<file path="config.mk">
export PLATFORM = sky130hd
export DESIGN_NAME = spi_slave
export DESIGN_NICKNAME = d
export VERILOG_FILES = /design/src/rtl/spi_slave.sv
export SDC_FILE = /design/constraint.sdc
export NUM_CORES = 1
export LEC_CHECK = 0
export ABC_CLOCK_PERIOD_IN_PS = 1600
export BUFFER_PORTS_ARGS = -buffer_cell sky130_fd_sc_hd__buf_2
export CAP_MARGIN = 25
export CORE_ASPECT_RATIO = 0.6
export CORE_MARGIN = 1
export CORE_UTILIZATION = 40
export CTS_CLUSTER_SIZE = 14
export DETAILED_ROUTE_END_ITERATION = 8
export GPL_TIMING_DRIVEN = 0
export PLACE_DENSITY = 0.68
export SLEW_MARGIN = 25
export SYNTH_ARGS = -nofsm -noshare
export SYNTH_HDL_FRONTEND = slang
export SYNTH_SLANG_ARGS = --single-unit
</file>
<file path="constraint.sdc">
create_clock -name clk -period 1.6 [get_ports clk]
set_clock_uncertainty 0.15 [all_clocks]
set_input_delay 0.4 -clock clk [delete_from_list [all_inputs] [get_ports clk]]
set_output_delay 0.4 -clock clk [all_outputs]
set_load 0.01 [all_outputs]
</file>
<file path="src/rtl/spi_slave.sv">
// SPI slave with a one-word transmit holding buffer.
// All four SPI modes are supported. The SPI pins are sampled into the clk domain through
// 2-FF synchronizers, and every action is taken on the synchronized copies.
module spi_slave #(
  parameter int unsigned MODE       = 0,
  parameter int unsigned DATA_WIDTH = 8
) (
  input  logic                  clk,
  input  logic                  rst_n,
  input  logic                  sclk,
  input  logic                  ss_n,
  input  logic                  mosi,
  output logic                  miso,
  output logic                  miso_oe,
  input  logic [DATA_WIDTH-1:0] tx_data,
  input  logic                  tx_valid,
  output logic                  tx_ready,
  output logic [DATA_WIDTH-1:0] rx_data,
  output logic                  rx_valid,
  output logic                  busy,
  output logic                  tx_underrun
);

  localparam bit          Cpol = MODE[1];
  localparam bit          Cpha = MODE[0];
  localparam int unsigned CntW = $clog2(DATA_WIDTH);

  localparam logic [0:0] StIdle   = 1'b0;
  localparam logic [0:0] StActive = 1'b1;

  // Synchronizer stages; the third sclk/ss_n stage is only used for edge detection
  logic sclk_s1_q, sclk_s2_q, sclk_s3_q;
  logic ss_s1_q, ss_s2_q, ss_s3_q;
  logic mosi_s1_q, mosi_s2_q;

  logic [0:0]            state_q, state_d;
  logic [CntW-1:0]       bit_cnt_q, bit_cnt_d;
  logic [DATA_WIDTH-1:0] rx_shift_q, rx_shift_d;
  logic [DATA_WIDTH-1:0] rx_data_q, rx_data_d;
  logic                  rx_valid_q, rx_valid_d;
  logic [DATA_WIDTH-1:0] tx_shift_q, tx_shift_d;
  logic [DATA_WIDTH-1:0] buf_q, buf_d;
  logic                  buf_full_q, buf_full_d;
  logic                  underrun_q, underrun_d;
  logic                  miso_q, miso_d;
  logic                  miso_oe_q, miso_oe_d;

  logic sclk_rise, sclk_fall, lead_edge, trail_edge;
  logic ss_fall, in_frame, sample_edge, shift_edge, final_sample, load;

  // Pin synchronizers. sclk resets to its idle level so that release of reset cannot create a
  // phantom edge. ss_n resets low, so a frame can only start on a fresh falling edge.
  always_ff @(posedge clk or negedge rst_n) begin
    if (!rst_n) begin
      sclk_s1_q <= Cpol;
      sclk_s2_q <= Cpol;
      sclk_s3_q <= Cpol;
      ss_s1_q   <= 1'b0;
      ss_s2_q   <= 1'b0;
      ss_s3_q   <= 1'b0;
      mosi_s1_q <= 1'b0;
      mosi_s2_q <= 1'b0;
    end else begin
      sclk_s1_q <= sclk;
      sclk_s2_q <= sclk_s1_q;
      sclk_s3_q <= sclk_s2_q;
      ss_s1_q   <= ss_n;
      ss_s2_q   <= ss_s1_q;
      ss_s3_q   <= ss_s2_q;
      mosi_s1_q <= mosi;
      mosi_s2_q <= mosi_s1_q;
    end
  end

  // Edge decode on the synchronized copies
  always_comb begin
    sclk_rise    = sclk_s2_q & ~sclk_s3_q;
    sclk_fall    = ~sclk_s2_q & sclk_s3_q;
    lead_edge    = Cpol ? sclk_fall : sclk_rise;
    trail_edge   = Cpol ? sclk_rise : sclk_fall;
    ss_fall      = ss_s3_q & ~ss_s2_q;
    in_frame     = (state_q == StActive) && !ss_s2_q;
    sample_edge  = in_frame && (Cpha ? trail_edge : lead_edge);
    shift_edge   = in_frame && (Cpha ? lead_edge : trail_edge);
    final_sample = sample_edge && (bit_cnt_q == CntW'(DATA_WIDTH - 1));
    load         = ((state_q == StIdle) && ss_fall) || final_sample;
  end

  // Next-state logic: FSM, bit counter, shift registers and the holding buffer
  always_comb begin
    state_d    = state_q;
    bit_cnt_d  = bit_cnt_q;
    rx_shift_d = rx_shift_q;
    rx_data_d  = rx_data_q;
    rx_valid_d = 1'b0;
    tx_shift_d = tx_shift_q;
    buf_d      = buf_q;
    buf_full_d = buf_full_q;
    underrun_d = 1'b0;
    miso_d     = miso_q;

    case (state_q)
      StIdle:   if (ss_fall) state_d = StActive;
      StActive: if (ss_s2_q) state_d = StIdle;
      default:  state_d = StIdle;
    endcase

    // A deselect mid-word throws the partial word away
    if ((state_q == StActive) && ss_s2_q) bit_cnt_d = '0;

    if (sample_edge) begin
      rx_shift_d = {rx_shift_q[DATA_WIDTH-2:0], mosi_s2_q};
      if (final_sample) begin
        bit_cnt_d  = '0;
        rx_data_d  = rx_shift_d;
        rx_valid_d = 1'b1;
      end else begin
        bit_cnt_d = bit_cnt_q + CntW'(1);
      end
    end

    if (shift_edge) begin
      if (Cpha) begin
        miso_d     = tx_shift_q[DATA_WIDTH-1];
        tx_shift_d = tx_shift_q << 1;
      end else if (bit_cnt_q != '0) begin
        // With CPHA=0 the word is reloaded on the last leading edge; the trailing edge that
        // follows it (counter back at zero) must not shift the new MSB away.
        tx_shift_d = tx_shift_q << 1;
      end
    end

    if (load) begin
      if (buf_full_q) begin
        tx_shift_d = buf_q;
        buf_full_d = 1'b0;
      end else begin
        tx_shift_d = '0;
        underrun_d = 1'b1;
      end
    end

    // Handshake only while empty, so a coinciding load has already chosen zeros
    if (tx_valid && !buf_full_q) begin
      buf_d      = tx_data;
      buf_full_d = 1'b1;
    end

    if (!Cpha) miso_d = tx_shift_q[DATA_WIDTH-1];

    // ss_s1 is next cycle's ss_s2, so the enable never outlives a synchronized deselect
    miso_oe_d = (state_d == StActive) && !ss_s1_q;
    if (!miso_oe_d) miso_d = 1'b0;
  end

  // State registers
  always_ff @(posedge clk or negedge rst_n) begin
    if (!rst_n) begin
      state_q    <= StIdle;
      bit_cnt_q  <= '0;
      rx_shift_q <= '0;
      rx_data_q  <= '0;
      rx_valid_q <= 1'b0;
      tx_shift_q <= '0;
      buf_q      <= '0;
      buf_full_q <= 1'b0;
      underrun_q <= 1'b0;
      miso_q     <= 1'b0;
      miso_oe_q  <= 1'b0;
    end else begin
      state_q    <= state_d;
      bit_cnt_q  <= bit_cnt_d;
      rx_shift_q <= rx_shift_d;
      rx_data_q  <= rx_data_d;
      rx_valid_q <= rx_valid_d;
      tx_shift_q <= tx_shift_d;
      buf_q      <= buf_d;
      buf_full_q <= buf_full_d;
      underrun_q <= underrun_d;
      miso_q     <= miso_d;
      miso_oe_q  <= miso_oe_d;
    end
  end

  assign miso        = miso_q;
  assign miso_oe     = miso_oe_q;
  assign busy        = miso_oe_q;
  assign tx_ready    = ~buf_full_q;
  assign rx_data     = rx_data_q;
  assign rx_valid    = rx_valid_q;
  assign tx_underrun = underrun_q;

endmodule
</file>
Word-level counts from Yosys, hierarchy flattened
Cells that the tools add are included.

Register bits: 48. Bits of input ports: 14. Output and inout port bits: 14. Logic and storage cells: 65.

$add $sub $neg: 1. Eq/ne operators: 1. Mux-type cells: 17. Bitwise gates (word level): 8. Reductions and logical operators: 19.

Operator list (number): $mux W8 (4); $mux W1 (9); $mux W3 (3); $logic_and A1 B1 Y1 (8); $reduce_bool A2 Y1 (4); $not A1 Y1 (5); $reduce_and A2 Y1 (2); $add A3 B1 Y3 const B (1); $and A1 B1 Y1 (3); $eq A3 B3 Y1 const B (1); $logic_not A1 Y1 (3); $reduce_bool A3 Y1 (1); $pmux W1 S2 (1); $logic_or A1 B1 Y1 (1).

Logic depth before layout (Yosys ltp)
Depth in word-level cells: 7. Gate-level depth with buffers: 6. Depth with buffers taken out: 5.

Worst setup path after synthesis
OpenSTA, ideal clock, no wires.

Path kind: reg2reg. Start point: register bit_cnt_q[0]. End point: register buf_full_q. Library setup time: 0.118 ns. Data arrival time: 1.485 ns. Required time: 1.332 ns. Path slack: -0.153 ns. Stages on the path, launching flop included: 7. Path buffers: 1. Clock period less this slack: 1.753 ns. Path through: dfrtp_1 -> ha_1 -> ha_1 -> nand4b_4 -> a21o_1 -> buf_6 -> a21o_1.

Longest elaborated chain between the ends: 4.

Ends and longest elaborated chain: start: declaration (line 37) `logic [CntW-1:0] bit_cnt_q, bit_cnt_d;`; start signal: assignment (line 172) `bit_cnt_q <= bit_cnt_d;`; $eq A3 B3 Y1 (line 85) `final_sample = sample_edge && (bit_cnt_q == CntW'(DATA_WIDTH - 1));`; $logic_and A1 B1 Y1 (line 85); $logic_or A1 B1 Y1 (line 86) `load = ((state_q == StIdle) && ss_fall) || final_sample;`; $reduce_bool A2 Y1 (no line); end signal: assignment (line 178) `buf_full_q <= buf_full_d;`; end: declaration (line 43) `logic buf_full_q, buf_full_d;`.

No other way between the ends. A chain may end at the register's enable or synchronous reset.

Worst setup path after layout
Start point: register bit_cnt_q[1]. End point: register buf_full_q.

Same word-level chain as after synthesis.

==> flow_summary_export.csv <==
group,metric,value,unit
synthesis,synth-compound-area-share,0.0985,
drt,drt_iter0_drc,88,
cells_and_area,diodes,0,
drt,vias,1342,
synthesis,synth_area_leader_cell,"dfrtp_1",
sta,worst_pin_slew,0.589,ns
sta,holdWs,0.0507,ns
power_and_ir_drop,leakage,1.23,nW
worst_hold_path,hold_depth,1,
global_route,grt_pass1_vias,1346,
clock_tree,htree_num_levels,2,
synthesis,synth-xor-area-share,0,
floorplan,coreArea,4680,sq um
drt,via_per_inst,5.24,
worst_setup_path,r2r-end,"buf_full_q",
synthesis,synth_edf_count,0,
power_and_ir_drop,p_seq_frac,0.534,
synthesis,synth_commonest_cells,"48 x dfrtp_1, 15 x mux2_2, 9 x o21ai_0",
power_and_ir_drop,switching_share,0.283,
synthesis,synth-seq-area-share,0.599,
worst_setup_path,critPathLaunchType,"flip-flop",
synthesis,synth_area_leaders,"dfrtp_1 60%, mux2_2 8.4%, mux2_4 6.0%",
worst_hold_path,min_to,"sclk_s1_q",
synthesis,synth_cell_types,30,
synthesis,syn_inst,144,
cells_and_area,n_fill_cell,384,
sta,rsz0062_at_grt,"true",
cells_and_area,layout.nets,209,
floorplan,rows,19,
sta,slew_violations,0,
run_status,outcome,"complete, but fails checks",
global_route,grt_max_degree,49,
worst_setup_path,worstPathRequired,1.65,ns
synthesis,ys_async_sr_fraction,1.00,
synthesis,synth_nets,161,
clock_tree,clkTransAtPathRegs,0.09,ns
synthesis,synth_mux_area_frac,0.149,
sta,max_freq,602,MHz
sta,fin_crit_sh,1.04,
clock_tree,tritoncts,"done",
cells_and_area,area_growth,24.4,%
sta,slew_headroom,0.607,
power_and_ir_drop,clockPowerShare,0.251,
clock_tree,cts_buffers,5,
cells_and_area,final_util,0.533,
synthesis,netlist.area_leader.share,0.599,
power_and_ir_drop,total_power,3.01,mW
power_and_ir_drop,p_per_area,1210,nW/um^2
floorplan,die-area,5310,sq um
placement,gp_congestion,0.764,
clock_tree,clock-sinks,48,
synthesis,synth.most_common_cell,"dfrtp_1",
drt,wl,3940,um
placement,hpwl,2480,um
clock_tree,clockBufferDepth,2,
floorplan,fp.dieH,56.9,um
synthesis,yosys.area_share.simple,0.0966,
worst_hold_path,hp-class,"input port to flip-flop",
global_route,grt_overflow,0,
power_and_ir_drop,internal_power,2.16,mW
sta,finalHoldViolCount,0,
drt,drc,0,
global_route,grt_antenna_before_repair,0,
drt,wl_per_cell,15.4,um
power_and_ir_drop,irDropWorstVdd,0.000459,V
job,cap_violations,0,
global_route,track_usage,0.165,
worst_setup_path,crit_fanout,8,
synthesis,synth_top_family_by_area,"multiplexers",
floorplan,num_io_pins,28,
synthesis,ys_ff_latch,48,
cells_and_area,drive_above_1_share,0.472,
sta,setup_viol,17,
sta,fin_crit,1.66,ns
synthesis,synth_area_per_cell,13.9,sq um
worst_setup_path,ff2ff_path_depth,6,
floorplan,start_util,0.429,
clock_tree,clkLatencyLatePin,0.30,ns
synthesis,synth_area,2010,sq um
worst_setup_path,end_kind,"flip-flop",
placement,io_buffers,27,
worst_hold_path,min_from,"sclk",
worst_setup_path,crit_arrival,1.71,ns
drt,dr.pass1.iters,4,
floorplan,die_w,93.4,um
worst_setup_path,worst-setup-path-type,"flip-flop to flip-flop",
clock_tree,root_buffer,"clkbuf_8",
synthesis,synthAdderAreaFrac,0.0187,
synthesis,synthFlopType,"dfrtp_1",
worst_setup_path,rrSetupSlack,-0.06,ns
placement,dp_slack,-0.125,ns
worst_setup_path,cp-startpoint,"bit_cnt_q[1]",
run_status,violations,"negative setup slack",
global_route,grt_pass1_wl,6540,um
drt,ant_nets,0,
sta,timing.final.ws_setup,-0.0601,ns
worst_setup_path,rr_startpoint,"bit_cnt_q[1]",
power_and_ir_drop,power_switching,0.852,mW
synthesis,yosysWarnings,0,
power_and_ir_drop,power_frac_comb,0.215,
-- per-stage QoR --
stage,setup TNS (ns),cell area (sq um),instances
floorplan,0,2020,144
global placement,-0.221,2240,234
detailed placement,-0.992,2240,234
CTS,-0.299,2440,251
global route,-1.80,2500,256
finish,-0.332,2500,256
-- cell usage in the layout (no fill, tap or decap), types with 4 or more instances in the layout --
cell type / Yosys / final
buf_4: 2 / 15
a31oi_1: 7 / 6
a221oi_1: 7 / 6
mux2_2: 15 / 15
buf_6: 2 / 4
dfrtp_1: 48 / 46
o21ai_0: 9 / 8
inv_1: 5 / 5
nand3_1: 7 / 7
mux2_4: 8 / 8
buf_2: 2 / 29
clkbuf_8: 0 / 6
-- kinds of logic (layout without fill, tap and decap cells) --
kind of cell / count (synthesis) / in the layout
fa+ha+maj: 3 / 3
compound gates: 29 / 29
mux: 24 / 24
buf+inv: 14 / 62
simple gates: 26 / 27
flops: 48 / 48
-- layout make-up --
type	instances	area, sq um	share of cell area
clock inverter	2	15.0	0.00601
tap	63	78.8	0.0316
inverter	5	18.8	0.00752
clock buffer	6	82.6	0.0331
sequential	48	1200	0.482
multi-input combinational	83	786	0.315
timing repair buffer	42	254	0.102
buffer	7	58.8	0.0235
-- worst max-delay path, cell delays in order (launching register included) --
cell	delay (ns)
dfrtp_1	0.37
ha_2	0.20
ha_4	0.15
nand4b_4	0.17
a21o_1	0.22
buf_6	0.14
a21o_1	0.15
-- routing by layer --
metal  GRT usage  wire length [um]  up-vias
met5           0                 0        -
met4      0.0571                71        0
met3      0.0501               244        6
met2       0.245              1780       42
met1       0.230              1840      671
li1            -                 -      623
-- how the worst max path moves through the flow --
stage / endpoint / slack [ns] / cells past startpoint
after CTS: buf_full_q / -0.06 / 6
after global routing: buf_full_q / -0.15 / 6
final: buf_full_q / -0.06 / 6
after detailed placement: buf_full_q / -0.13 / 6
after global placement: buf_full_q / -0.07 / 6
after floorplan: buf_full_q / 0.009 / 6
-- flip-flops by register name, indices dropped and copies added, names as in the netlist, 3 cells and up --
register    cells
buf_q           8
rx_data         8
rx_shift_q      7
tx_shift_q      8
bit_cnt_q       3
-- timing repair --
| item | 4_1_cts | 5_1_grt |
|---|---|---|
| hold endpoints to repair | 0 | 26 |
| gates cloned | 3 | 1 |
| resized for setup | 8 | 9 |
| hold buffers | 0 | 1 |
| buffers inserted | 7 | 4 |
| setup endpoints to repair | 20 | 25 |
| pin swaps | 1 | 2 |
-- power groups by stage --
stage | clock, mW | combinational (mW) | sequential (mW)
global placement | 0 | 0.475 | 1.61
global route | 0.831 | 0.707 | 1.65
detailed placement | 0 | 0.507 | 1.62
floorplan | 0 | 0.376 | 1.58
finish | 0.755 | 0.647 | 1.61
CTS | 0.774 | 0.563 | 1.60
No activity file was read; power rests on OpenSTA's default activity.
